[src/rtl/local_packetizer.sv]
// local_packetizer: network-interface transmitter for a router LOCAL input port.
// It takes a packet request (x/y destination and length) and a stream of
// payload words, then sends HEAD/BODY/TAIL/HEADTAIL flits. Each virtual
// channel has a credit counter that tracks free slots in the router's buffer.
module local_packetizer #(
    parameter int  MESH_SIZE_X      = 5,
    parameter int  MESH_SIZE_Y      = 7,
    parameter int  VC_NUM           = 2,
    parameter int  BUFFER_SIZE      = 8,
    parameter int  FLIT_DATA_SIZE   = 32,
    parameter int  MAX_PACKET_LEN   = 8,
    localparam int DEST_ADDR_SIZE_X = $clog2(MESH_SIZE_X),
    localparam int DEST_ADDR_SIZE_Y = $clog2(MESH_SIZE_Y),
    localparam int VC_W             = $clog2(VC_NUM),
    localparam int LEN_W            = $clog2(MAX_PACKET_LEN + 1)
) (
    input  logic                        clk,
    input  logic                        rst,
    input  logic                        req_valid_i,
    output logic                        req_ready_o,
    input  logic [DEST_ADDR_SIZE_X-1:0] req_x_dest_i,
    input  logic [DEST_ADDR_SIZE_Y-1:0] req_y_dest_i,
    input  logic [LEN_W-1:0]            req_len_i,
    input  logic                        data_valid_i,
    output logic                        data_ready_o,
    input  logic [FLIT_DATA_SIZE-1:0]   data_i,
    input  logic                        credit_i,
    input  logic [VC_W-1:0]             credit_vc_i,
    output logic                        flit_valid_o,
    output logic [1:0]                  flit_label_o,
    output logic [VC_W-1:0]             flit_vc_o,
    output logic [FLIT_DATA_SIZE-1:0]   flit_data_o,
    output logic                        error_o
);

    localparam int                CRED_W    = $clog2(BUFFER_SIZE + 1);
    localparam logic [CRED_W-1:0] CRED_FULL = CRED_W'(BUFFER_SIZE);

    typedef enum logic [1:0] {
        S_IDLE,
        S_HEAD,
        S_PAYLOAD
    } state_t;

    typedef enum logic [1:0] {
        LBL_HEAD     = 2'b00,
        LBL_BODY     = 2'b01,
        LBL_TAIL     = 2'b10,
        LBL_HEADTAIL = 2'b11
    } label_t;

    state_t                      state;
    logic [CRED_W-1:0]           credit [VC_NUM];
    logic [DEST_ADDR_SIZE_X-1:0] x_q;
    logic [DEST_ADDR_SIZE_Y-1:0] y_q;
    logic [LEN_W-1:0]            len_q;
    logic [LEN_W-1:0]            remaining;
    logic [VC_W-1:0]             held_vc;

    logic                        req_hs;
    logic                        req_bad;
    logic                        head_avail;
    logic [VC_W-1:0]             head_vc;
    logic [FLIT_DATA_SIZE-1:0]   head_data;
    logic                        data_hs;
    logic                        send;
    logic [VC_W-1:0]             send_vc;
    logic [VC_NUM-1:0]           credit_inc;
    logic [VC_NUM-1:0]           credit_dec;
    logic                        credit_overflow;

    assign req_ready_o  = (state == S_IDLE);
    assign req_hs       = req_valid_i & req_ready_o;
    assign data_ready_o = (state == S_PAYLOAD) && (credit[held_vc] != '0);
    assign data_hs      = data_valid_i & data_ready_o;

    // Request validation, head VC choice, head word and credit bookkeeping.
    always_comb begin
        // NOTE: every output of this block gets a default first so no path leaves it unassigned (no latches).
        req_bad         = 1'b0;
        head_avail      = 1'b0;
        head_vc         = '0;
        head_data       = '0;
        send            = 1'b0;
        send_vc         = held_vc;
        credit_inc      = '0;
        credit_dec      = '0;
        credit_overflow = 1'b0;

        if (req_len_i == '0
            || int'(req_len_i) > MAX_PACKET_LEN
            || int'(req_x_dest_i) >= MESH_SIZE_X
            || int'(req_y_dest_i) >= MESH_SIZE_Y)
            req_bad = 1'b1;

        // Walking downward lets the lowest VC with credit win.
        for (int i = VC_NUM - 1; i >= 0; i--) begin
            if (credit[i] != '0) begin
                head_avail = 1'b1;
                head_vc    = VC_W'(i);
            end
        end

        head_data[DEST_ADDR_SIZE_X-1:0]                                = x_q;
        head_data[DEST_ADDR_SIZE_X+DEST_ADDR_SIZE_Y-1:DEST_ADDR_SIZE_X] = y_q;

        if (state == S_HEAD && head_avail) begin
            send    = 1'b1;
            send_vc = head_vc;
        end else if (data_hs) begin
            send    = 1'b1;
            send_vc = held_vc;
        end

        for (int i = 0; i < VC_NUM; i++) begin
            credit_inc[i] = credit_i && (credit_vc_i == VC_W'(i));
            credit_dec[i] = send && (send_vc == VC_W'(i));
            if (credit_inc[i] && !credit_dec[i] && credit[i] == CRED_FULL)
                credit_overflow = 1'b1;
        end
    end

    // Per-VC credit counters. A send and a returned credit in the same cycle cancel out.
    always_ff @(posedge clk or negedge rst) begin
        if (!rst) begin
            // NOTE: the credit array is reset explicitly because its reset value is the downstream buffer depth, not zero.
            for (int i = 0; i < VC_NUM; i++)
                credit[i] <= CRED_FULL;
        end else begin
            for (int i = 0; i < VC_NUM; i++) begin
                if (credit_dec[i] && !credit_inc[i])
                    credit[i] <= credit[i] - 1'b1;
                else if (credit_inc[i] && !credit_dec[i] && credit[i] != CRED_FULL)
                    credit[i] <= credit[i] + 1'b1;
            end
        end
    end

    // Packet FSM that also drives the registered flit and error outputs.
    always_ff @(posedge clk or negedge rst) begin
        if (!rst) begin
            state        <= S_IDLE;
            x_q          <= '0;
            y_q          <= '0;
            len_q        <= '0;
            remaining    <= '0;
            held_vc      <= '0;
            flit_valid_o <= 1'b0;
            flit_label_o <= '0;
            flit_vc_o    <= '0;
            flit_data_o  <= '0;
            error_o      <= 1'b0;
        end else begin
            // NOTE: non-blocking assignments here so every register updates from values taken before the edge.
            flit_valid_o <= 1'b0;
            error_o      <= (req_hs && req_bad) || credit_overflow;

            case (state)
                S_IDLE: begin
                    if (req_hs && !req_bad) begin
                        x_q   <= req_x_dest_i;
                        y_q   <= req_y_dest_i;
                        len_q <= req_len_i;
                        state <= S_HEAD;
                    end
                end

                S_HEAD: begin
                    if (head_avail) begin
                        flit_valid_o <= 1'b1;
                        flit_vc_o    <= head_vc;
                        flit_data_o  <= head_data;
                        held_vc      <= head_vc;
                        remaining    <= len_q - 1'b1;
                        if (len_q == LEN_W'(1)) begin
                            flit_label_o <= LBL_HEADTAIL;
                            state        <= S_IDLE;
                        end else begin
                            flit_label_o <= LBL_HEAD;
                            state        <= S_PAYLOAD;
                        end
                    end
                end

                S_PAYLOAD: begin
                    if (data_hs) begin
                        flit_valid_o <= 1'b1;
                        flit_vc_o    <= held_vc;
                        flit_data_o  <= data_i;
                        remaining    <= remaining - 1'b1;
                        if (remaining == LEN_W'(1)) begin
                            flit_label_o <= LBL_TAIL;
                            state        <= S_IDLE;
                        end else begin
                            flit_label_o <= LBL_BODY;
                        end
                    end
                end

                default: state <= S_IDLE;
            endcase
        end
    end

endmodule
[config.mk]
export PLATFORM = sky130hd
export DESIGN_NAME = local_packetizer
export DESIGN_NICKNAME = d
export VERILOG_FILES = /design/src/rtl/local_packetizer.sv
export SDC_FILE = /design/constraint.sdc
export NUM_CORES = 1
export LEC_CHECK = 0
export ABC_AREA = 1
export CAP_MARGIN = 20
export CELL_PAD_IN_SITES_DETAIL_PLACEMENT = 1
export CELL_PAD_IN_SITES_GLOBAL_PLACEMENT = 2
export CORE_MARGIN = 10
export CORE_UTILIZATION = 28
export DETAILED_ROUTE_END_ITERATION = 7
export HOLD_SLACK_MARGIN = 0.03
export PLACE_DENSITY = 0.79
export RECOVER_POWER = 25
export SETUP_SLACK_MARGIN = 0.2
export SYNTH_ARGS = -nofsm -noshare
export SYNTH_HDL_FRONTEND = slang
export SYNTH_SLANG_ARGS = --single-unit
[constraint.sdc]
create_clock -name clk -period 2.8 [get_ports clk]
set_input_delay 0.56 -clock clk [delete_from_list [all_inputs] [get_ports clk]]
set_output_delay 0.56 -clock clk [all_outputs]
set_load 0.02 [all_outputs]
==> summary.txt <==
Filler-free cell count of the finished design = 608
Clock-pin slew on the worst setup and hold paths = 0.06 ns
Vias in the first global route = 2925
Routed Antenna Nets = 0
Yosys reg bits = 62
Fin area = 4481 um^2
Wire per inst = 15.07 um
H-tree depth = 3
# Post-CTS Setup Buffers = 0
Via count = 2787
Synthesized cell area = 3157 um^2
Site Rows = 38
Initial antenna violation count = 0
Crit path arrival time = 2.54 ns
Nets = 520
Clock skew = 0.008488 ns
CTS Buf Count = 9
Max FO, Critical Path = 8
Root Buffer = clkbuf_16
EDFF count, synth = 0
Core area = 10940 um^2
Commonest non-fill, non-tap cell in the layout = nand2_1
Seq/Total Area, Yosys = 0.4923
Post-DP Area = 4175 um^2
Startpoint types = flop
Failing checks = capacitance limit, slew limit
Hold Crit Class = reg2reg
I/O pins = 87
Die Span X = 126.2 um
Setup TNS = 0 ns
VDD IR-drop max = 0.0004002 V
Final Wtd Congestion = 0.8010
Iteration-0 DRC Markers = 170
CTS resizes = 1
Final hold violation count = 0
Post-DP HPWL = 6793 um
Combinational Power Share = 0.497
Area growth syn-to-layout = 41.93%
Grt total ovfl = 0
Antenna Cells = 0
CTS Buffer Depth = 2
Crit path cell chain = inv_1, ha_1, inv_1, nor2_1, nand2_1, nand2_2, nand2_4, nand2_4, nand4_1, nand2_1, inv_2, ha_1, nor2_1, xnor2_1, o21ai_1
DR pass1 iterations = 4
Post-synth cell types = 35
Pwr/cell area = 1221 nW/um^2
Asr flop ratio synth = 1.000
CP peak stage delay = 0.38 ns
Rel. slew slack = -0.04767
Area of the die = 15920 um^2
Syn_nets = 431
Power Internal = 3.153 mW
Share of layout cells above drive strength 1 = 0.1132
Setup Viol. Count Final = 0
Clock share of power = 0.208
Chip Height = 126.2 um
Cells after DPL = 592
Wirelength, routed = 9161 um
Crit path kind = reg2reg
DRC Markers = 0
Critical path's slowest cell = dfrtp_1
CTS tree = yes
Maximum clock frequency = 427.6 MHz
Worst-margin pin slew = 1.572 ns
Number of clock sinks = 62
First-pass GRT wire length = 15150 um
Pin count of the biggest net entering global routing = 63
Synth Warn # = 0
Layout fillers = 1308
Worst skew pair latency = 0.32 ns
Final min period = 2.338 ns
M1 WL = 4419 um
Core Util, Final = 0.4097
Vias/cell = 4.584
Initial Util = 0.2887
Synth Flop Type = dfrtp_1
# port buffers = 86
Reg power frac = 0.294
Met2 routed WL = 4151 um
Status = finished with violations
CP Data Required Time = 3.00 ns
Syn_area_per_cell = 8.441 um^2
Most frequent cells in the layout = nand2_1 (110), clkdlybuf4s50_1 (84), dfrtp_1 (60)
Top routing layer in use = met4
Max-slew violations = 63
CP Capture Type = flop
Sw Ratio = 0.4236
GRT Overall Usage = 0.1143
P_leak = 1.969 nW
Met3 Routed Length = 498 um
Period utilization = 0.8351
Post-CTS Hold Fix Bufs = 0
Post-Syn Instances = 374
Net Sw Power = 2.317 mW
Unrepaired setup endpoints after global routing = false
WHS = 0.4823 ns
Number of max-cap violations = 1
[critical path: cells and delay by family (launching register included)]
family          cells  cell delay (ns)
compound gates      1             0.09
buf+inv             3             0.23
flops               1             0.38
xor+xnor            1             0.15
fa+ha+maj           2             0.46
simple gates        8             0.92
[kinds of logic after synthesis]
logic type	synth area share
AND/OR/NAND/NOR	0.2461
multiplexers	0.02140
adder cells (fa/ha/maj)	0.03567
buffers and inverters	0.05747
flip-flops	0.4923
AO/OA/AOI/OAI	0.1249
XOR/XNOR	0.02220
[stage by stage]
step | worst slack [ns] | total power [mW]
2_1_floorplan | 0.6293 | 3.334
3_3_place_gp | 0.4770 | 4.334
3_5_place_dp | 0.4340 | 4.403
4_1_cts | 0.4140 | 5.590
5_1_grt | 0.2169 | 5.975
6_report | 0.4616 | 5.469
[power groups by stage]
stage	clock [mW]	sequential, mW	combinational (mW)
2_1_floorplan	0	1.87	1.46
3_3_place_gp	0	1.61	2.72
3_5_place_dp	0	1.63	2.77
4_1_cts	1.17	1.62	2.80
5_1_grt	1.21	1.68	3.08
6_report	1.14	1.61	2.72
[worst paths after layout]
| kind | start | end | slack [ns] | cells after the start |
|---|---|---|---|---|
| setup / recovery | state[0] | credit[6] | 0.46 | 15 |
| hold / removal | flit_vc_o | flit_vc_o | 0.48 | 2 |
| setup reg to reg | state[0] | credit[6] | 0.46 | 15 |
| hold reg to reg | flit_vc_o | flit_vc_o | 0.48 | 2 |
| max in group asynchronous | rst | flit_data_o[24] | 1.15 | 2 |
| min in group asynchronous | rst | flit_data_o[9] | 0.72 | 2 |
[routing by layer]
metal,up-vias,GRT usage
met5,-,0
met2,68,0.1823
met1,1316,0.1481
met4,0,0.03818
li1,1396,-
met3,7,0.02768
[cells in the mapped netlist, types with 2 or more instances]
cell type  number  area (um^2)
a21oi_1         3        15.01
a31oi_1         9        56.30
buf_2           4        20.02
clkbuf_1       10        37.54
dfrtp_1        60         1501
dfstp_2         2        52.55
ha_1            9        112.6
inv_1          30        112.6
inv_2           3        11.26
mux2_1          2        22.52
mux2_2          4        45.04
nand2_1       110        412.9
nand2_2         8        50.05
nand2_4         2        22.52
nand3_1        18        90.09
nand3_2         2        20.02
nand4_1         7        43.79
nor2_1         19        71.32
nor2_2          4        25.02
o21ai_0        42        210.2
o21ai_1         5        25.02
o21ai_4         2        32.53
xnor2_1         3        26.28
xor2_1          5        43.79
[sequential cells by signal (all words and copies together) (netlist names), 2 cells and up]
signal / flops
credit: 8
y_q: 3
remaining: 4
len_q: 4
flit_data_o: 32
x_q: 3
state: 2
flit_label_o: 2
[final cells by class]
type                       count  area [um^2]  area share
multi-input combinational    265         1421      0.3172
clock buffer                  10        239.0     0.05334
timing repair buffer          92        897.1      0.2002
sequential                    62         1554      0.3468
clock inverter                 6        70.07     0.01564
inverter                      33        123.9     0.02765
tap                          140        175.2     0.03910
No activity file was read; power rests on OpenSTA's default activity.
